## config.mk

```make
export PLATFORM = sky130hd
export DESIGN_NAME = alu2_flat
export DESIGN_NICKNAME = d
export VERILOG_FILES = /design/src/rtl/alu2_pkg.sv /design/src/rtl/alu2_if.sv /design/src/rtl/bcd_digit_add.sv /design/src/rtl/alu2.sv /design/src/flat_wrapper.sv
export SDC_FILE = /design/constraint.sdc
export NUM_CORES = 1
export LEC_CHECK = 0
export CORE_MARGIN = 2
export CORE_UTILIZATION = 50
export CTS_BUF_LIST = sky130_fd_sc_hd__clkbuf_2
export CTS_CLUSTER_DIAMETER = 50
export DETAILED_ROUTE_END_ITERATION = 10
export PLACE_DENSITY = 0.73
export SLEW_MARGIN = 0
export SYNTH_ARGS = -nofsm -noshare
export SYNTH_HDL_FRONTEND = slang
export SYNTH_SLANG_ARGS = --single-unit
```

## constraint.sdc

```tcl
create_clock -name clk -period 14.6 [get_ports clk]
set_input_delay 1.46 -clock clk [delete_from_list [all_inputs] [get_ports clk]]
set_output_delay 1.46 -clock clk [all_outputs]
set_load 0.01 [all_outputs]
```

## src/rtl/alu2_pkg.sv

```systemverilog
// Shared definitions for the packed-BCD add/subtract unit.
//   op_e      : operation select encoding
//   NDIG_DEF  : default number of BCD digits
//   BCD_DIGIT : bits per BCD digit
package alu2_pkg;

  localparam int unsigned NDIG_DEF  = 4;
  localparam int unsigned BCD_DIGIT = 4;

  typedef enum logic [1:0] {
    OP_HOLD = 2'b00,
    OP_ADD  = 2'b01,
    OP_SUB  = 2'b10,
    OP_RSVD = 2'b11
  } op_e;

endpackage

```

## src/rtl/alu2_if.sv

```systemverilog
// Operand/result bundle for alu2.
//   bcd1, bcd2     : packed-BCD operands (driven by master)
//   op_selected    : operation select (driven by master)
//   bcd_out        : registered BCD result (driven by slave)
//   special_signal : registered carry / negative / error flag (driven by slave)
interface alu2_if #(
  parameter int unsigned NDIG = alu2_pkg::NDIG_DEF
);

  logic [4*NDIG-1:0] bcd1;
  logic [4*NDIG-1:0] bcd2;
  logic [1:0]        op_selected;
  logic [4*NDIG-1:0] bcd_out;
  logic              special_signal;

  modport master (
    output bcd1,
    output bcd2,
    output op_selected,
    input  bcd_out,
    input  special_signal
  );

  modport slave (
    input  bcd1,
    input  bcd2,
    input  op_selected,
    output bcd_out,
    output special_signal
  );

endinterface

```

## src/rtl/bcd_digit_add.sv

```systemverilog
// One-digit BCD adder cell with carry in/out.
//   a, b : BCD digits (0..9)
//   cin  : carry from the less significant digit
//   s    : BCD sum digit
//   cout : carry to the more significant digit
module bcd_digit_add (
  input  logic [3:0] a,
  input  logic [3:0] b,
  input  logic       cin,
  output logic [3:0] s,
  output logic       cout
);

  logic [4:0] raw;

  always_comb begin
    raw  = {1'b0, a} + {1'b0, b} + {4'b0000, cin};
    s    = raw[3:0];
    cout = 1'b0;
    if (raw > 5'd9) begin
      // Adding 6 modulo 16 skips the six unused codes and lands on the BCD digit.
      s    = raw[3:0] + 4'd6;
      cout = 1'b1;
    end
  end

endmodule

```

## src/rtl/alu2.sv

```systemverilog
// Registered packed-BCD add/subtract unit.
//   clk   : rising-edge clock
//   clear : synchronous active-high reset, priority over every op
//   bus   : operands, op select, registered result and flag (alu2_if slave)
// Flag meaning: carry out on add, negative on subtract, error on any invalid digit.
module alu2
  import alu2_pkg::*;
#(
  parameter int unsigned NDIG = NDIG_DEF
) (
  input  logic   clk,
  input  logic   clear,
  alu2_if.slave  bus
);

  localparam int unsigned W = BCD_DIGIT * NDIG;

  logic [W-1:0] add_res;
  logic [W-1:0] sub_raw;
  logic [W-1:0] sub_comp;
  logic         add_carry;
  logic         sub_carry;
  logic         invalid;

  logic [W-1:0] bcd_out_d, bcd_out_q;
  logic         special_d, special_q;

  // Three ripple chains per digit: A+B, A+(9-B)+1, and (9-raw)+1 for negative results.
  // Each carry lives in its own generate scope so the chain is not one self-dependent vector.
  for (genvar i = 0; i < NDIG; i++) begin : g_dig
    logic       add_ci, add_co;
    logic       sub_ci, sub_co;
    logic       cmp_ci, cmp_co;
    logic [3:0] b_nine;
    logic [3:0] raw_nine;

    if (i == 0) begin : g_first
      assign add_ci = 1'b0;
      assign sub_ci = 1'b1;
      assign cmp_ci = 1'b1;
    end else begin : g_next
      assign add_ci = g_dig[i-1].add_co;
      assign sub_ci = g_dig[i-1].sub_co;
      assign cmp_ci = g_dig[i-1].cmp_co;
    end

    assign b_nine   = 4'd9 - bus.bcd2[i*BCD_DIGIT +: BCD_DIGIT];
    assign raw_nine = 4'd9 - sub_raw[i*BCD_DIGIT +: BCD_DIGIT];

    bcd_digit_add u_add (
      .a    (bus.bcd1[i*BCD_DIGIT +: BCD_DIGIT]),
      .b    (bus.bcd2[i*BCD_DIGIT +: BCD_DIGIT]),
      .cin  (add_ci),
      .s    (add_res[i*BCD_DIGIT +: BCD_DIGIT]),
      .cout (add_co)
    );

    bcd_digit_add u_sub (
      .a    (bus.bcd1[i*BCD_DIGIT +: BCD_DIGIT]),
      .b    (b_nine),
      .cin  (sub_ci),
      .s    (sub_raw[i*BCD_DIGIT +: BCD_DIGIT]),
      .cout (sub_co)
    );

    bcd_digit_add u_cmp (
      .a    (raw_nine),
      .b    (4'd0),
      .cin  (cmp_ci),
      .s    (sub_comp[i*BCD_DIGIT +: BCD_DIGIT]),
      .cout (cmp_co)
    );
  end

  assign add_carry = g_dig[NDIG-1].add_co;
  assign sub_carry = g_dig[NDIG-1].sub_co;

  always_comb begin
    invalid = 1'b0;
    for (int i = 0; i < int'(NDIG); i++) begin
      if (bus.bcd1[i*BCD_DIGIT +: BCD_DIGIT] > 4'd9 ||
          bus.bcd2[i*BCD_DIGIT +: BCD_DIGIT] > 4'd9) begin
        invalid = 1'b1;
      end
    end
  end

  always_comb begin
    bcd_out_d = bcd_out_q;
    special_d = special_q;
    unique case (op_e'(bus.op_selected))
      OP_ADD: begin
        if (invalid) begin
          bcd_out_d = '0;
          special_d = 1'b1;
        end else begin
          bcd_out_d = add_res;
          special_d = add_carry;
        end
      end
      OP_SUB: begin
        if (invalid) begin
          bcd_out_d = '0;
          special_d = 1'b1;
        end else begin
          // No final carry means A < B: report the magnitude and flag negative.
          bcd_out_d = sub_carry ? sub_raw : sub_comp;
          special_d = ~sub_carry;
        end
      end
      OP_HOLD, OP_RSVD: begin
        bcd_out_d = bcd_out_q;
        special_d = special_q;
      end
      default: begin
        bcd_out_d = bcd_out_q;
        special_d = special_q;
      end
    endcase
  end

  always_ff @(posedge clk) begin
    if (clear) begin
      bcd_out_q <= '0;
      special_q <= 1'b0;
    end else begin
      bcd_out_q <= bcd_out_d;
      special_q <= special_d;
    end
  end

  assign bus.bcd_out        = bcd_out_q;
  assign bus.special_signal = special_q;

endmodule

```

## src/flat_wrapper.sv

```systemverilog
// flat-port wrapper written by rule: the top's interface ports become plain ports
module alu2_flat import alu2_pkg::*;
#(
  parameter int unsigned NDIG = NDIG_DEF
)
  (clk, clear, bus_bcd1, bus_bcd2, bus_op_selected, bus_bcd_out, bus_special_signal);
  alu2_if #(.NDIG(NDIG)) bus_i ();
  input  logic clk;
  input  logic clear;
  input wire logic [$bits(bus_i.bcd1)-1:0] bus_bcd1;
  input wire logic [$bits(bus_i.bcd2)-1:0] bus_bcd2;
  input wire logic [$bits(bus_i.op_selected)-1:0] bus_op_selected;
  output wire logic [$bits(bus_i.bcd_out)-1:0] bus_bcd_out;
  output wire logic [$bits(bus_i.special_signal)-1:0] bus_special_signal;
  assign bus_i.bcd1 = bus_bcd1;
  assign bus_i.bcd2 = bus_bcd2;
  assign bus_i.op_selected = bus_op_selected;
  assign bus_bcd_out = bus_i.bcd_out;
  assign bus_special_signal = bus_i.special_signal;
  alu2 #(.NDIG(NDIG)) u_core (.clk(clk), .clear(clear), .bus(bus_i));
endmodule
```

Word level (Yosys, flattened, before mapping) --
Index checks and enable logic that the tools add are counted.
Word-level totals: RAM bits 0, register bits 17, latch bits 0, memories kept 0, input port bits 36, bits in read-only memories 0
Operators by class: div/mod/pow operators 0, order comparisons 20, bitwise operators 1, reductions and logical operators 6, shifts and indexed selects 0, equal/unequal tests 3, multiplexer cells 34, $mul 0, add/subtract/negate cells 39
Operators by type and width (count):
- $gt A5 B4 Y1 const B | 12
- $add A4 B3 Y4 const B | 12
- $mux W16 | 3
- $mux W4 | 12
- $add A4 B4 Y5 | 8
- $gt A4 B4 Y1 const B | 8
- $pmux W16 S2 | 1
- $sub A4 B4 Y4 const A | 8
- $add A5 B1 Y5 | 6
- $mux W1 | 17
- $add A4 B1 Y5 | 3
- $add A4 B1 Y5 const B | 1
- $add A5 B1 Y5 const B | 1
- $eq A2 B2 Y1 const B | 2
- $logic_or A1 B1 Y1 | 4
- $eq A2 B1 Y1 const B | 1
- $logic_not A2 Y1 | 1
- $pmux W1 S2 | 1
- $reduce_or A2 Y1 | 1
- $not A1 Y1 | 1

Logic depth before layout (Yosys ltp) --
word-level depth 21, mapped depth 47, depth with buffers taken out 47

Modules after synthesis --
From an unflattened synthesis, not the netlist that was laid out.
Unflattened totals: cells, all modules 432, area total of the unflattened synthesis 3777.4 µm²
By module, submodules not included:
- bcd_digit_add | instances 12, cells each 22, area each 211.5 µm², seq. area each 0.0 µm²
- alu2 | instances 1, cells each 168, area each 1239.9 µm², seq. area each 340.3 µm²

Worst setup path before layout --
OpenSTA, ideal clock, no wires.
path kind in2reg, start in bus_bcd2[1], end reg u_core.bcd_out_q[14], in the netlist u_core.bus.bcd_out[14], required time 14505 ps, slack 4857 ps, path buffers 0, stages on the path 45, arrival time 9648 ps, library setup time 95 ps, path through inv_1 -> ha_1 -> ha_1 -> xnor2_1 -> ha_1 -> nand2b_1 -> a22oi_1 -> inv_1 -> o21ai_0 -> mux2_2 -> ha_1 -> xor2_1 -> ha_1 -> or2_2 -> a21oi_1 -> mux2_2 -> or2_1 -> ha_1 -> [9 not listed] -> ha_1 -> xor2_1 -> ha_1 -> a21boi_0 -> a31o_2 -> nand2b_1 -> o211ai_1 -> ha_1 -> ha_1 -> xor2_1 -> ha_1 -> nand2b_1 -> nand3_1 -> mux2i_1 -> a22o_1 -> nand2_1 -> nand3_1 -> a221oi_1
On the way: word-level cells in the longest chain between the ends 21, elaborated cells between the ends (all ways) 62, classes of those cells 24 x add/sub; 13 x order compare; 24 x mux; 1 x reduce/logical
Ends and longest elaborated chain:
- from (decl) | line flat_wrapper.sv:11 | input wire logic [$bits(bus_i.bcd2)-1:0] bus_bcd2;
- $sub A4 B4 Y4 | line alu2.sv:47 | assign b_nine = 4'd9 - bus.bcd2[i*BCD_DIGIT +: BCD_DIGIT];
- $add A4 B4 Y5 | line bcd_digit_add.sv:17 | raw = {1'b0, a} + {1'b0, b} + {4'b0000, cin};
- $add A5 B1 Y5 | line bcd_digit_add.sv:17
- $gt A5 B4 Y1 or $add A4 B3 Y4 (tied branches) | line bcd_digit_add.sv:20, bcd_digit_add.sv:22
- $mux W1 or $mux W4 (tied branches) | line bcd_digit_add.sv:20 | if (raw > 5'd9) begin
- $add A5 B1 Y5 or $sub A4 B4 Y4 (tied branches) | line bcd_digit_add.sv:17, alu2.sv:48
- $gt A5 B4 Y1 (tied with other cells) | line bcd_digit_add.sv:20
- $mux W1 (tied with other cells) | line bcd_digit_add.sv:20
- [5 not listed]
- $mux W4 or $gt A5 B4 Y1 (tied branches) | line bcd_digit_add.sv:20
- $sub A4 B4 Y4 or $mux W1 (tied branches) | line alu2.sv:48, bcd_digit_add.sv:20
- $add A4 B1 Y5 | line bcd_digit_add.sv:17
- $add A4 B3 Y4 or $gt A5 B4 Y1 (tied branches) | line bcd_digit_add.sv:22, bcd_digit_add.sv:20
- $mux W4 | line bcd_digit_add.sv:20
- $mux W16 | line alu2.sv:107 | bcd_out_d = sub_carry ? sub_raw : sub_comp;
- $mux W16 | line alu2.sv:102 | if (invalid) begin
- $pmux W16 S2 * | line alu2.sv:91 | unique case (op_e'(bus.op_selected))
- to (signal assigned) | line alu2.sv:127 | bcd_out_q <= bcd_out_d;
- to (decl) | line alu2.sv:25 | logic [W-1:0] bcd_out_d, bcd_out_q;
Mark *: on every way between the ends. The rest lies on a longest branch, timed or not. A chain may end at the register's enable or synchronous reset.

Worst setup path in the final report --
Ends and elaborated chain as after synthesis.

==> summary by stage <==
Status
The flow ran to the end, and the final reports show no timing, DRC or antenna violations.

Power
The internal power component is 326 µW. The leakage dissipation is 2.09 nW. The switching component of the power is 377 µW.

The part of the power in the clock network is around 3.4%. The maximum ir drop on the vdd rail is approximately 63 µV. Of the total power, the share spent switching nets is between 50% and 60%. The power density over cell area is roughly 150 nW/µm². The combinational cell fraction of total power is 89.9%. Registers are responsible for 6.8% of the overall power.

Setup path
The data required time of the worst path is roughly 15000 ps. The most critical setup path has its startpoint at bus_bcd2[1]. Along the worst path, the maximum fanout reaches 7.

The largest single stage delay on the critical path is 600 ps. The cell with the biggest individual delay on the critical path is sky130_fd_sc_hd__clkdlybuf4s50_1. The cell seen most often among critical-path stages is sky130_fd_sc_hd__ha_1. The nature of the critical path endpoint is a flip-flop.

The critical register-to-register path startpoint is u_core.bus.bcd_out[14]. The startpoint type of the worst setup path is a primary input. The critical path is of the in2reg type. The data arrival time of the critical path is 11540 ps. The number of cells on the worst reg-to-reg path is 3.

Floorplanning
The core outline area is slightly below 8000 µm². Once the floorplan was initialized, standard cells occupied 51.9% of the core. From left edge to right edge, the die measures 93.5 µm. The floorplan step set the die height to 93.5 µm. The I/O pin count is 53. The area of the die is 8750 µm². The initialized floorplan defines 32 standard-cell rows.

Clock network
The maximum number of buffers from clock root to sink is 2. The CTS tree is built. The cell at the root of the clock tree is sky130_fd_sc_hd__clkbuf_2. The number of setup buffers added after CTS is 0.

The clock-pin slew on the worst setup and hold paths is 160 ps. CTS built an H-tree with a depth of 1. The clock latency reported for the late side of the worst-skew pair is 290 ps. Buffers inserted during clock tree synthesis total 3. For this design, the sink count on the clock tree is 17. Hold repair after CTS inserted 0 buffers. Post-CTS repair changed the size of 0 cells.

STA
The total negative setup slack is 0 ps. The part of the cycle the worst path needs is 77.6%. The final hold violation count came to 0. Setup violations remaining at the end of the flow were counted as 0. Setup repair after global routing left no endpoint under its margin. Measured against its own limit, the worst slew margin works out to 38.8%. For the pin with the worst max-slew slack, the measured transition is 916 ps. Clock skew on the completed layout was measured at 0 ps. The maximum clock frequency is just under 0.09 GHz. Subtracting the final worst setup slack from the clock period gives 11330 ps. The number of pins with negative max-slew slack in the final report was 0.

Synthesis
The post-synthesis register bit count is 17. Counting distinct cell types in the post-synthesis netlist gives 63. The synthesized design contains 0 enable-type register cells. By area the synthesized netlist is led by sky130_fd_sc_hd__ha_1 19%, sky130_fd_sc_hd__dfxtp_1 8.5%, sky130_fd_sc_hd__fa_1 7.0%. The synthesized area per cell is 7.49 µm². The post-synthesis instance area is 4010 µm². When the netlist entered floorplanning its net count stood at approximately 650. The area share of the leading cell type in the synthesized netlist is 19.4%.

The sequential share of the synthesized area is 8.49%. The cell count after synthesis is 535. The count of warnings emitted by yosys is 0. In the synthesized netlist the async set-or-reset flop fraction comes to 0%. Summed over all instances, the cell type with the most area after synthesis is sky130_fd_sc_hd__ha_1. The most used flip-flop cell after synthesis is sky130_fd_sc_hd__dfxtp_1.

Global route
Global routing consumed, on the met3 layer, 3.38% of the routing resources. The first global-routing pass estimated 17.9 mm of wire. The combined global-route utilization of all metal layers is 24.8%.

For this run the aggregate overflow at the end of global routing stands at 0. The met2 demand-to-capacity share in global routing is 41.8%. In this run the most used layer during global routing was met2. The number of global-route vias before repair came to 3882. Entering global routing, the biggest net connects 20 pins. The number of antenna violations at the first check in global routing is 0. The routing usage on met1 is 34.1%.

Drt
The total DRC errors in the routed layout is 0. The number of nets with antenna violations after routing is 0. Using the TritonRoute via totals, the vias-per-cell ratio works out to 5.94.

The first TritonRoute pass finished after 5 iterations. Summing over every cut layer, the via total after detailed routing is 4035. In this run, the number of DRC markers left after iteration 0 of detailed routing was roughly 250.

The average wire per cell in the routed design is 15.3 µm. The routed wire length is 10.4 mm.

Layout
The number of nets in the finished design is 690. The number of antenna repair diodes is 0. Of the cells placed in the final design, the portion with a size suffix greater than 1 is 2.43%.

Summing all non-filler instances in the final layout gives an area of ~4600 µm². The area added between synthesis and finish is 15.4%. The non-filler instance count after layout is 679.

Place
During placement, the flow inserted port buffers numbering 52. Routability-driven placement finished with a final weighted congestion of ~0.86. Counting tap cells, the placed design contains a total of 675 instances. The detailed-placement wirelength estimate is approximately 8.6 mm. The placed cell area is 4600 µm².

Hold path
In this run the worst hold path is classified as reg2reg. The startpoint of the worst hold path is u_core.bus.bcd_out[3]. The worst hold path cell count is 2.

Run
Max-cap violations in this run came to 0.
-- layout by cell type (no fill, tap or decap), drive strengths merged, types with 5 or more instances in the layout --
master,count
nor2b,10
clkdlybuf4s50,52
dfxtp,17
or3,5
a21oi,41
nand3,11
a211oi,6
a21o,15
o221ai,5
nor2,39
nand2,39
nor3,12
a22oi,7
o31ai,5
inv,57
o21ai,35
xnor2,19
a31oi,9
xor2,16
o211ai,7
nand2b,10
fa,14
mux2i,8
ha,62
and3,6
-- flip-flops by register name (all words and copies together), names as in the netlist --
name / count
u_core.bus.special_signal: 1
u_core.bus.bcd_out: 16
-- power by group through the flow --
stage / registers, mW / clock network [mW] / logic, mW
floorplan: 0.0488 / 0 / 0.494
global placement: 0.0485 / 0 / 0.602
detailed placement: 0.0485 / 0 / 0.620
CTS: 0.0476 / 0.0239 / 0.623
global route: 0.0477 / 0.0253 / 0.711
finish: 0.0476 / 0.0235 / 0.631
-- layout make-up --
type / instances / area [µm²]
Tap cell: 102 / 128
Multi-Input combinational cell: 446 / 3400
Clock buffer: 4 / 20.0
Fill cell: 710 / 3100
Sequential cell: 17 / 340
Timing Repair Buffer: 52 / 520
Inverter: 58 / 218
-- kinds of logic after synthesis --
group                    Yosys count  share of synthesized area (%)
multiplexers                      12                           3.22
adder cells (fa/ha/maj)           76                           26.4
buffers and inverters             72                           6.74
AO/OA/AOI/OAI                    171                           28.6
AND/OR/NAND/NOR                  151                           18.4
flip-flops                        17                           8.49
XOR/XNOR                          36                           8.24
-- synth_stat cells (all sizes together) (8+ instances only) --
library cell  number
nand2             39
a21oi             41
nor3              12
o21ai             35
dfxtp             17
a31oi              9
xnor2             19
nor2b             10
a21o              15
inv               57
nor2              39
clkbuf            14
fa                14
mux2i              8
nand2b            10
nand3             11
xor2              16
ha                62
-- path summary, 6_finish.rpt --
kind | endpoint | slack (ps)
worst max-delay path | u_core.bus.bcd_out[14] | 3270
worst min-delay path | u_core.bus.bcd_out[3] | 460
worst max register to register | u_core.bus.bcd_out[14] | 13480
worst min register to register | u_core.bus.bcd_out[3] | 460
-- stage by stage --
stage	power, mW	worst slack, ps	utilization [%]	hold WS, ps
finish	0.702	3270	59.8	459
global route	0.784	2450	59.8	494
global placement	0.650	3430	59.6	441
floorplan	0.542	4860	-	471
detailed placement	0.668	3040	59.6	443
CTS	0.695	3340	59.8	463
-- per-layer routing --
layer	routed length [µm]	vias to the layer above
met5	0	-
met4	156	0
met3	564	14
met2	4800	113
met1	4840	1889
li1	-	2019
-- critical path, delay by kind of cell --
| family | cells | cell delay (ps) |
|---|---|---|
| adders and majority gates | 14 | 3510 |
| AOI/OAI and AO/OA | 10 | 2240 |
| and+or+nand+nor | 9 | 1010 |
| buffers and inverters | 6 | 1000 |
| xor gates and xnor gates | 5 | 1440 |
| muxes | 3 | 840 |
Note: power is estimated with default switching activity, not from simulation.
==> variant 1 (same flow settings) <==
Change the package constant `NDIG_DEF` from 4 to 8.
--- a/src/rtl/alu2_pkg.sv
+++ b/src/rtl/alu2_pkg.sv
@@ -5,5 +5,5 @@
 package alu2_pkg;
 
-  localparam int unsigned NDIG_DEF  = 4;
+  localparam int unsigned NDIG_DEF  = 8;
   localparam int unsigned BCD_DIGIT = 4;
 
Ports: changed (resized bus_bcd1, bus_bcd2 and bus_bcd_out); port bits go from 53 to 101. The function was not compared with the original's and may differ.
==> variant 1 against the original RTL <==
The flow now finishes with violations (setup timing); combinational power increased to 4.2 times the old value; sequential cell count is 16 higher; via count grew 140%; setup slack got worse by 3.4 ns; clock power up 130%; design area rose to 2.7 times the old value; synthesized area increased by 98%; power grew to 4.0 times the old value; global-route usage increased by 6.0 points; wire length grew to 2.9 times the old value.
==> variant 1: results <==
export IMPL_port_buffers=100
export IMPL_min_delay_start="u_core.bus.bcd_out[31]"
export IMPL_synth_common_cells="ha_1 (122), inv_1 (107), nand2_1 (96), a21oi_1 (79), nor2_1 (69)"
export IMPL_cts_buffers=5
export IMPL_postSynthCellCount=1040
export IMPL_status="complete, but fails checks"
export IMPL_dr_pass1_iters=7
export IMPL_drive_gt1_share_pct=36.3
export IMPL_setup_viol=2
export IMPL_r2r_setup_slack_ns=13.24
export IMPL_tns_ns=-0.281
export IMPL_violations="setup timing"
export IMPL_synth_nets=1260
export IMPL_grt_use_total_pct=30.8
export IMPL_rr_endpoint="u_core.bus.bcd_out[3]"
export IMPL_cts_max_level=2
export IMPL_setup_ws_ns=-0.153
export IMPL_max_stage_delay_ns=0.39
export IMPL_fillers=988
export IMPL_r2r_start="u_core.bus.bcd_out[3]"
export IMPL_reg2regPathDepth=6
export IMPL_clk_pin_slew_ns=0.22
export IMPL_synth_area_leaders="ha_1 (19%), dfxtp_1 (8.3%), fa_1 (7.6%)"
export IMPL_place_congestion=0.934
export IMPL_worstHoldEndpoint="u_core.bus.bcd_out[31]"
export IMPL_clock_latency_ns=0.45
export IMPL_worst_path_max_delay_cell="fa_2"
export IMPL_ys_types=83
==> variant 1: changes by cell type after synthesis, sizes merged, moves of 22 or more <==
| cell | unedited run | this run |
|---|---|---|
| ha | 62 | 122 |
| nand2 | 39 | 96 |
| inv | 57 | 109 |
| a21oi | 41 | 83 |
| nor2 | 39 | 70 |
| o21ai | 35 | 63 |
| xor2 | 16 | 38 |
==> variant 1: worst max-delay path by stage <==
stage,slack (ns),start,endpoint
finish,-0.15,bus_bcd1[0],u_core.bus.bcd_out[29]
global route,-0.56,bus_bcd1[0],u_core.bus.bcd_out[29]
global placement,-1.21,bus_bcd2[1],u_core.bus.bcd_out[29]
floorplan,0.02,bus_bcd1[0],u_core.bus.bcd_out[29]
detailed placement,-1.42,bus_bcd2[1],u_core.bus.bcd_out[29]
CTS,0.008,bus_bcd2[0],u_core.bus.bcd_out[31]
==> variant 1: kinds of logic (layout without fill, tap and decap cells) <==
group,Yosys count,after routing,share of synthesized area (%)
AOI/OAI and AO/OA,330,330,28.8
and+or+nand+nor,298,298,18.4
adders and majority gates,152,152,26.9
buffers and inverters,137,507,6.57
xor gates and xnor gates,65,65,7.46
DFF,33,33,8.34
muxes,25,25,3.60
other,0,1,0
==> variant 1: cell type report <==
cell class	count	area [um2]	area share (%)
clock buffers	6	30.0	0.240
repair buffers	389	3220	25.7
inverters	110	420	3.36
clock inverters	2	10.0	0.0800
multi-input cells	870	7900	63.1
diodes	1	2.50	0.0200
well taps	216	270	2.16
flip-flops and latches	33	661	5.28
==> variant 1: per-layer routing <==
metal | global-route usage (%) | vias to the layer above | wire length [um]
li1 | - | 4508 | -
met3 | 4.06 | 130 | 2210
met1 | 38.1 | 4571 | 12000
met2 | 54.4 | 485 | 14500
met5 | 0 | - | 0
met4 | 11.9 | 0 | 1410
==> variant 1: through the flow <==
| step | instance area [um2] | hold WS (ns) |
|---|---|---|
| floorplan | 8120 | 0.482 |
| global placement | 11100 | 0.459 |
| detailed placement | 11100 | 0.463 |
| CTS | 11700 | 0.491 |
| global route | 12500 | 0.515 |
| finish | 12500 | 0.498 |
==> variant 1: worst reg2reg max path: stages, from the launching register on <==
cell and delay [ns]:
dfxtp_1 0.38, nand2_1 0.09, nand2_1 0.08, a311o_1 0.35, a21oi_1 0.14, mux2_2 0.17, a221oi_1 0.06
==> variant 1: power by group through the flow <==
stage                     clock network [mW]  logic, mW  registers [mW]
after detailed placement                   0       1.93          0.0926
after CTS                             0.0518       2.17          0.0908
after global placement                     0       1.87          0.0926
final                                 0.0545       2.66          0.0909
after global routing                  0.0553       2.84          0.0909
after floorplan                            0       1.13          0.0926
==> variant 1: what timing repair did <==
item                       in CTS  in global routing
pin swaps                      48                114
resized for setup              85                146
setup endpoints to repair       5                  4
buffers inserted               18                 28
==> variant 2 (same flow settings) <==
Without the edit above. Register the input `clear` before use, without a reset. The logic sees it one clock later. The other inputs are not delayed to match.
--- a/src/rtl/alu2.sv
+++ b/src/rtl/alu2.sv
@@ -15,4 +15,10 @@
 
   localparam int unsigned W = BCD_DIGIT * NDIG;
+
+  logic clear_q;
+
+  always_ff @(posedge clk) begin
+    clear_q <= clear;
+  end
 
   logic [W-1:0] add_res;
@@ -121,5 +127,5 @@
 
   always_ff @(posedge clk) begin
-    if (clear) begin
+    if (clear_q) begin
       bcd_out_q <= '0;
       special_q <= 1'b0;
Function: changed (Yosys sat finds a counterexample within 4 cycles, from zero or initial values).
==> variant 2 against the original RTL <==
Sequential share of layout area is 0.052 points higher; setup slack better by 0.57 ns; cell count is 4.9% higher; wire length is 7.1% higher; register-to-register slack worse by 0.80 ns; design area is 5.1% higher; synthesized area is 5.3% higher; power is 4.4% lower; utilization is 0.67 points lower; sequential cell count is 1 higher; critical path type unchanged.
==> variant 2: results <==
export IMPL_final_clk_cell_share_pct=0.386
export IMPL_grt_pass1_vias=4378
export IMPL_ir_worst_vdd_uv=62.4
export IMPL_rr_endpoint="u_core.bus.bcd_out[10]"
export IMPL_grt_use_total_pct=25.7
export IMPL_place_congestion=0.973
export IMPL_seq_area_share_pct=7.41
export IMPL_die_area_um2=9190
export IMPL_synth_area_leaders="ha_1 (18%), dfxtp_1 (8.5%), fa_1 (6.6%)"
export IMPL_diodes=1
export IMPL_powerSeq_mw=0.0511
export IMPL_skew_ns=0.0142
export IMPL_drive_gt1_share_pct=4.29
export IMPL_seq_area_frac_synth_pct=8.54
export IMPL_switching_share_pct=54.9
export IMPL_clk_pin_slew_ns=0.20
export IMPL_nMultiInputCombCells=473
export IMPL_fin_nets=719
export IMPL_routed_wl_um=11100
export IMPL_ys_types=72
export IMPL_r2r_start="u_core.clear_q"
export IMPL_critPathMaxFanout=5
export IMPL_fillers=778
export IMPL_postSynthCellCount=559
export IMPL_fin_hold_ws_ns=0.473
export IMPL_dpl_cell_count=707
export IMPL_multi_input_area_share_pct=74.0
export IMPL_cp_arrival_ns=11.04
export IMPL_grt_max_degree=32
export IMPL_clkSinkCount=18
export IMPL_buf_share_pct=11.2
export IMPL_reg2regPathDepth=4
export IMPL_comb_power_share_pct=88.6
export IMPL_vias=4338
export IMPL_wl_per_cell_um=15.6
export IMPL_synth_common_cells="ha_1 (62), inv_1 (55), nand2_1 (51), a21oi_1 (34), o21ai_0 (34)"
export IMPL_synth_nets=671
export IMPL_r2r_setup_slack_ns=12.68
export IMPL_place_area_um2=4840
export IMPL_status="complete, no violations"
export IMPL_preCtsSetupSlack_ns=3.46
## variant 2: changes by cell type after synthesis, sizes merged, moves of 7 or more
cell	delta
and3	+7
a21oi	-7
nand2	+12
xnor2	-11
nand3	+11
## variant 2: worst max path at each step
| stage | cells after the start | start | slack [ns] | to |
|---|---|---|---|---|
| finish | 36 | bus_bcd2[0] | 3.84 | u_core.bus.bcd_out[13] |
| global route | 36 | bus_bcd2[0] | 3.15 | u_core.bus.bcd_out[13] |
| CTS | 36 | bus_bcd2[0] | 3.86 | u_core.bus.bcd_out[13] |
| detailed placement | 36 | bus_bcd2[0] | 3.46 | u_core.bus.bcd_out[13] |
| global placement | 36 | bus_bcd2[0] | 3.67 | u_core.bus.bcd_out[13] |
| floorplan | 35 | bus_bcd2[0] | 5.09 | u_core.bus.bcd_out[13] |
## variant 2: routing by layer
layer	global-route usage [%]	vias up	wire [um]
met2	47.0	128	5460
met5	0	-	0
met1	31.4	2038	4840
met3	2.11	24	530
met4	8.81	0	263
li1	-	2148	-
